--- config.mk ---
export PLATFORM = sky130hd
export DESIGN_NAME = mag_window_stats_flat
export DESIGN_NICKNAME = d
export VERILOG_FILES = /design/src/rtl/mag_window_stats_if.sv /design/src/rtl/mag_window_stats.sv /design/src/flat_wrapper.sv
export SDC_FILE = /design/constraint.sdc
export NUM_CORES = 1
export LEC_CHECK = 0
export BUFFER_PORTS_ARGS = -buffer_cell sky130_fd_sc_hd__clkbuf_2
export CORE_MARGIN = 5
export CORE_UTILIZATION = 62
export DETAILED_ROUTE_END_ITERATION = 8
export HOLD_SLACK_MARGIN = 0.06
export PLACE_DENSITY_LB_ADDON = 0.25
export SETUP_SLACK_MARGIN = 0.02
export SYNTH_ARGS = -nofsm -noshare
export SYNTH_HDL_FRONTEND = slang
export SYNTH_SLANG_ARGS = --single-unit
--- constraint.sdc ---
create_clock -name clk -period 4.9 [get_ports clk]
set_input_delay 0.735 -clock clk [delete_from_list [all_inputs] [get_ports clk]]
set_output_delay 0.735 -clock clk [all_outputs]
set_load 0.05 [all_outputs]
--- src/rtl/mag_window_stats_if.sv ---
// Valid/ready bundle between the magnitude source, the window statistics stage and its consumer.
// Carries the synchronous flush alongside the data handshakes.
interface mag_window_stats_if #(
    parameter int N        = 16,
    parameter int WIN_LOG2 = 4
);
    logic                  clr;
    logic                  in_valid;
    logic                  in_ready;
    logic [N-1:0]          in_mag;
    logic                  out_valid;
    logic                  out_ready;
    logic [N-1:0]          out_peak;
    logic [N+WIN_LOG2-1:0] out_sum;

    modport master (
        output clr, in_valid, in_mag, out_ready,
        input  in_ready, out_valid, out_peak, out_sum
    );

    modport slave (
        input  clr, in_valid, in_mag, out_ready,
        output in_ready, out_valid, out_peak, out_sum
    );
endinterface

--- src/rtl/mag_window_stats.sv ---
// Per-window peak and exact sum of unsigned magnitudes over 2^WIN_LOG2 accepted samples.
// State | meaning:  ACCUM | collecting samples, in_ready=1;  HOLD | result pending, out_valid=1
module mag_window_stats #(
    parameter int N        = 16,
    parameter int WIN_LOG2 = 4
) (
    input logic clk,
    input logic rst_n,
    mag_window_stats_if.slave bus
);
    typedef enum logic {ACCUM = 1'b0, HOLD = 1'b1} state_t;

    localparam int SW = N + WIN_LOG2;
    localparam logic [WIN_LOG2-1:0] CNT_LAST = '1;
    localparam logic [WIN_LOG2-1:0] CNT_ONE  = WIN_LOG2'(1);

    state_t              state_q, state_d;
    logic [WIN_LOG2-1:0] cnt;
    logic [N-1:0]        peak_acc;
    logic [SW-1:0]       sum_acc;
    logic [N-1:0]        peak_reg;
    logic [SW-1:0]       sum_reg;
    logic                accept;
    logic                last;
    logic [N-1:0]        peak_next;
    logic [SW-1:0]       sum_next;

    assign last      = (cnt == CNT_LAST);
    assign peak_next = (bus.in_mag > peak_acc) ? bus.in_mag : peak_acc;
    assign sum_next  = sum_acc + {{WIN_LOG2{1'b0}}, bus.in_mag};

    // Handshake flags come from the registered state only.
    assign bus.in_ready  = (state_q == ACCUM);
    assign bus.out_valid = (state_q == HOLD);
    assign bus.out_peak  = peak_reg;
    assign bus.out_sum   = sum_reg;

    always_ff @(posedge clk or negedge rst_n) begin
        if (!rst_n) begin
            state_q <= ACCUM;
        end else begin
            state_q <= state_d;
        end
    end

    always_comb begin
        state_d = state_q;
        accept  = 1'b0;
        if (bus.clr) begin
            state_d = ACCUM;
        end else begin
            case (state_q)
                ACCUM: begin
                    if (bus.in_valid) begin
                        accept = 1'b1;
                        if (last) begin
                            state_d = HOLD;
                        end
                    end
                end
                HOLD: begin
                    if (bus.out_ready) begin
                        state_d = ACCUM;
                    end
                end
                default: state_d = ACCUM;
            endcase
        end
    end

    always_ff @(posedge clk or negedge rst_n) begin
        if (!rst_n) begin
            cnt      <= '0;
            peak_acc <= '0;
            sum_acc  <= '0;
            peak_reg <= '0;
            sum_reg  <= '0;
        end else if (bus.clr) begin
            cnt      <= '0;
            peak_acc <= '0;
            sum_acc  <= '0;
        end else if (accept) begin
            if (last) begin
                peak_reg <= peak_next;
                sum_reg  <= sum_next;
                cnt      <= '0;
                peak_acc <= '0;
                sum_acc  <= '0;
            end else begin
                peak_acc <= peak_next;
                sum_acc  <= sum_next;
                cnt      <= cnt + CNT_ONE;
            end
        end
    end
endmodule
--- src/flat_wrapper.sv ---
// flat-port wrapper written by rule: the top's interface ports become plain ports
module mag_window_stats_flat 
#(
    parameter int N        = 16,
    parameter int WIN_LOG2 = 4
)
  (clk, rst_n, bus_clr, bus_in_valid, bus_in_mag, bus_out_ready, bus_in_ready, bus_out_valid, bus_out_peak, bus_out_sum);
  mag_window_stats_if #(.N(N), .WIN_LOG2(WIN_LOG2)) bus_i ();
  input logic clk;
  input logic rst_n;
  input wire logic [$bits(bus_i.clr)-1:0] bus_clr;
  input wire logic [$bits(bus_i.in_valid)-1:0] bus_in_valid;
  input wire logic [$bits(bus_i.in_mag)-1:0] bus_in_mag;
  input wire logic [$bits(bus_i.out_ready)-1:0] bus_out_ready;
  output wire logic [$bits(bus_i.in_ready)-1:0] bus_in_ready;
  output wire logic [$bits(bus_i.out_valid)-1:0] bus_out_valid;
  output wire logic [$bits(bus_i.out_peak)-1:0] bus_out_peak;
  output wire logic [$bits(bus_i.out_sum)-1:0] bus_out_sum;
  assign bus_i.clr = bus_clr;
  assign bus_i.in_valid = bus_in_valid;
  assign bus_i.in_mag = bus_in_mag;
  assign bus_i.out_ready = bus_out_ready;
  assign bus_in_ready = bus_i.in_ready;
  assign bus_out_valid = bus_i.out_valid;
  assign bus_out_peak = bus_i.out_peak;
  assign bus_out_sum = bus_i.out_sum;
  mag_window_stats #(.N(N), .WIN_LOG2(WIN_LOG2)) u_core (.clk(clk), .rst_n(rst_n), .bus(bus_i));
endmodule
==> results.toml <==
[sta]
hold_viol = 0
timing.slew.headroom_pct = 22.9
slew_viol_final = 0
rsz0062_at_grt = "false"
setup_violations = 0
setup_slack_ps = 1900
timing.final.crit_share_pct = 61.3
tns_ps = 0
finalClockSkew_ps = 9.20
tightest_slew_ps = 1150
max_freq_mhz = 333
layout_min_cycle_time_ps = 3000

[power_and_ir_drop]
intPower_w = 0.000993
switching_share_pct = 31.8
clockPowerShare_pct = 27.9
power_density_nw_per_um2 = 306
p_leak_nw = 2.36
vdd_drop_max_v = 0.000213
p_sw_w = 0.000463
combinationalPowerShare_pct = 24.5
seq_power_share_pct = 47.6

[floorplanning]
start_util_pct = 63.4
dieArea_um2 = 8670
core_um2 = 6760
io_pins = 59
die_x_um = 93.1
row_count = 30
die_y_um = 93.1

[routing]
drt_pre_antenna_iters = 4
vias = 3483
wl_per_cell_um = 16.7
viasPerCell = 5.94
drt_iter0_markers = 214
drc = 0
drt_wl_total_mm = 9.80
ant_nets = 0

[global_route]
grt.total_usage_pct = 24.4
grt_overflow = 0
grt_first_pass_wirelength_mm = 16.6
antenna_found_initial = 0
grt_max_degree = 78
grt_pass1_vias = 3450

[hold_path]
min_path_cells = 2
min-delay-start = "u_core.bus.out_sum[5]"
min_path_type = "register to register"

[layout]
antenna_cells = 0
final_layout_size_suffix_gt1_share_pct = 17.8
nNetsFinal = 559
area_growth_pct = 11.3

[worst_setup_path]
worstPathArrival_ps = 3280
rr_worst_depth = 9
startpoint_type = "input pin"
critPathLaunch = "bus_in_mag[1]"
regToRegStartpoint = "u_core.peak_acc[1]"
cp-end-kind = "register"
required_ps = 5180
path_class = "input pin to register"
path_max_fanout = 18

[synth]
netlist_area_um2 = 4280
synthesis.instances = 452
synth_edf_count = 0
synth_xor_area_share_pct = 3.89
synth.area.top_cells = "dfrtp_1, ha_1, nand2_1"
yosysTopAreaCell = "dfrtp_1"
ys_seq_area_share_pct = 45.0
synth_compound_area_share_pct = 22.3
yosysWarnings = 0
synth_ff_type = "dfrtp_1"
synthSimpleGateAreaFrac_pct = 13.5
muxShareOfSynthArea_pct = 1.14
synth_nets = 507
synth_seq_cells = 77
yosysUniqueCellTypes = 51
synth_top_cell_area_share_pct = 45.0
synth-adder-area-share_pct = 10.1
synth_top_family_by_area = "compound AO/OA/AOI/OAI gates"
async_flop_share_pct = 100
syn_area_per_cell_um2 = 9.47

[place]
hpwl_mm = 7.08
portBuffers = 58
dpl_worst_slack_ps = 1580
gp_congestion = 0.887

[flow_run]
max_cap_viol_count = 0

[clock_network]
htreeDepth = 3
cts_tree = "built"
clock_path_buffers = 2
cts_setup_buffers = 0
cts-hold-fix-buffers = 0
cts_sinks = 77
worstSkewPairLatency_ps = 350
root_buffer = "clkbuf_8"
cts_resized = 0
cts_buffers = 9
path_clk_slew_ps = 70

[status]
status = "finished clean"
-- cell families (layout without fill, tap and decap cells) --
kind of cell             after synthesis  after routing
AO/OA/AOI/OAI                        145            145
XOR/XNOR                              19             19
adder cells (fa/ha/maj)               34             34
buffers and inverters                 44             98
flip-flops                            77             77
multiplexers                           4              4
AND/OR/NAND/NOR                      129            129
-- power by group through the flow --
stage               combinational (W)  sequential, W  clock (W)
global placement             0.000342       0.000702          0
floorplan                    0.000264       0.000697          0
detailed placement           0.000352       0.000704          0
global route                 0.000402       0.000697   0.000441
CTS                          0.000355       0.000692   0.000409
finish                       0.000357       0.000693   0.000406
-- final timing paths --
path	to	slack (ps)
max reg2reg	u_core.peak_acc[5]	2040
max in group asynchronous	u_core.sum_acc[6]	3740
max	u_core.peak_acc[5]	1900
min	u_core.bus.out_sum[5]	470
min reg2reg	u_core.bus.out_sum[5]	470
min in group asynchronous	u_core.bus.out_peak[2]	510
-- area by class of cell --
cell class                 instances  area [µm²]
fill                             520        1990
tap                               80         100
timing repair buffer              61         315
sequential                        77        1930
multi-input combinational        331        2180
clock inverter                     2        12.5
clock buffer                      11         141
inverter                          24        90.1
-- critical path, stage by stage --
cell,delay [ps]
clkbuf_2,130
ha_1,320
nor2b_1,140
o211ai_1,170
a21oi_1,90
o21bai_1,230
a21oi_2,230
o21ai_1,940
a22o_1,280
-- registers in the layout (all words and copies together) (netlist names) --
signal and flops:
u_core.bus.out_peak 16, u_core.bus.out_sum 20, u_core.bus.out_valid 1, u_core.cnt 4, u_core.peak_acc 16, u_core.sum_acc 20
-- stage by stage --
stage	hold WS [ps]	total power, W	util (%)	cell area (µm²)	instances
floorplan	439	0.000961	-	4280	452
CTS	480	0.00146	70.5	4770	586
detailed placement	462	0.00106	68.3	4610	573
global route	501	0.00154	70.5	4770	586
finish	474	0.00146	70.5	4770	586
global placement	458	0.00104	68.3	4610	573
-- cell usage in the layout, fill, tap and decap left out, types with 2 or more instances in the layout --
cell type  instances
clkbuf_8          10
nand3_1            4
xor2_1             8
o31ai_1            2
ha_1              33
and3_1             2
o21ai_0           42
nor2b_1            3
o21bai_1           3
a21o_1             5
buf_4              4
dfrtp_1           77
a21oi_2            2
clkbuf_2          57
a21oi_1           38
nand4_1            8
nor3_2             2
nand2b_1           4
o21a_1             3
nor2_1            28
o211ai_1           3
a31oi_1            3
nand2_1           69
xnor2_1           11
o21ai_1            6
mux2_2             3
inv_1             24
a22o_1            27
-- cells in the mapped netlist (2+ instances only) --
cell type and number:
o211ai_1 3, a22o_1 27, o21ai_1 6, inv_1 24, ha_1 33, dfrtp_1 77
nand2_1 69, buf_2 3, mux2_2 3, nor3_2 2, a21oi_2 2, a31oi_1 3
clkbuf_1 15, o21a_1 3, xnor2_1 11, o21ai_0 42, nor2_1 28, nand3_1 4
nand4_1 8, a21o_1 5, a21oi_1 38, nor2b_1 3, o21bai_1 3, and3_1 2
nand2b_1 4, o31ai_1 2, xor2_1 8
-- layer usage --
| layer | track usage, % | part of all wire [%] | wire length (µm) | vias up |
|---|---|---|---|---|
| met3 | 4.51 | 4.5 | 441 | 19 |
| met4 | 10.1 | 2.2 | 216 | 0 |
| li1 | - | - | - | 1697 |
| met1 | 32.1 | 45 | 4440 | 1667 |
| met5 | 0 | 0 | 0 | - |
| met2 | 39.7 | 48 | 4700 | 100 |
Note: power is estimated with default switching activity, not from simulation.
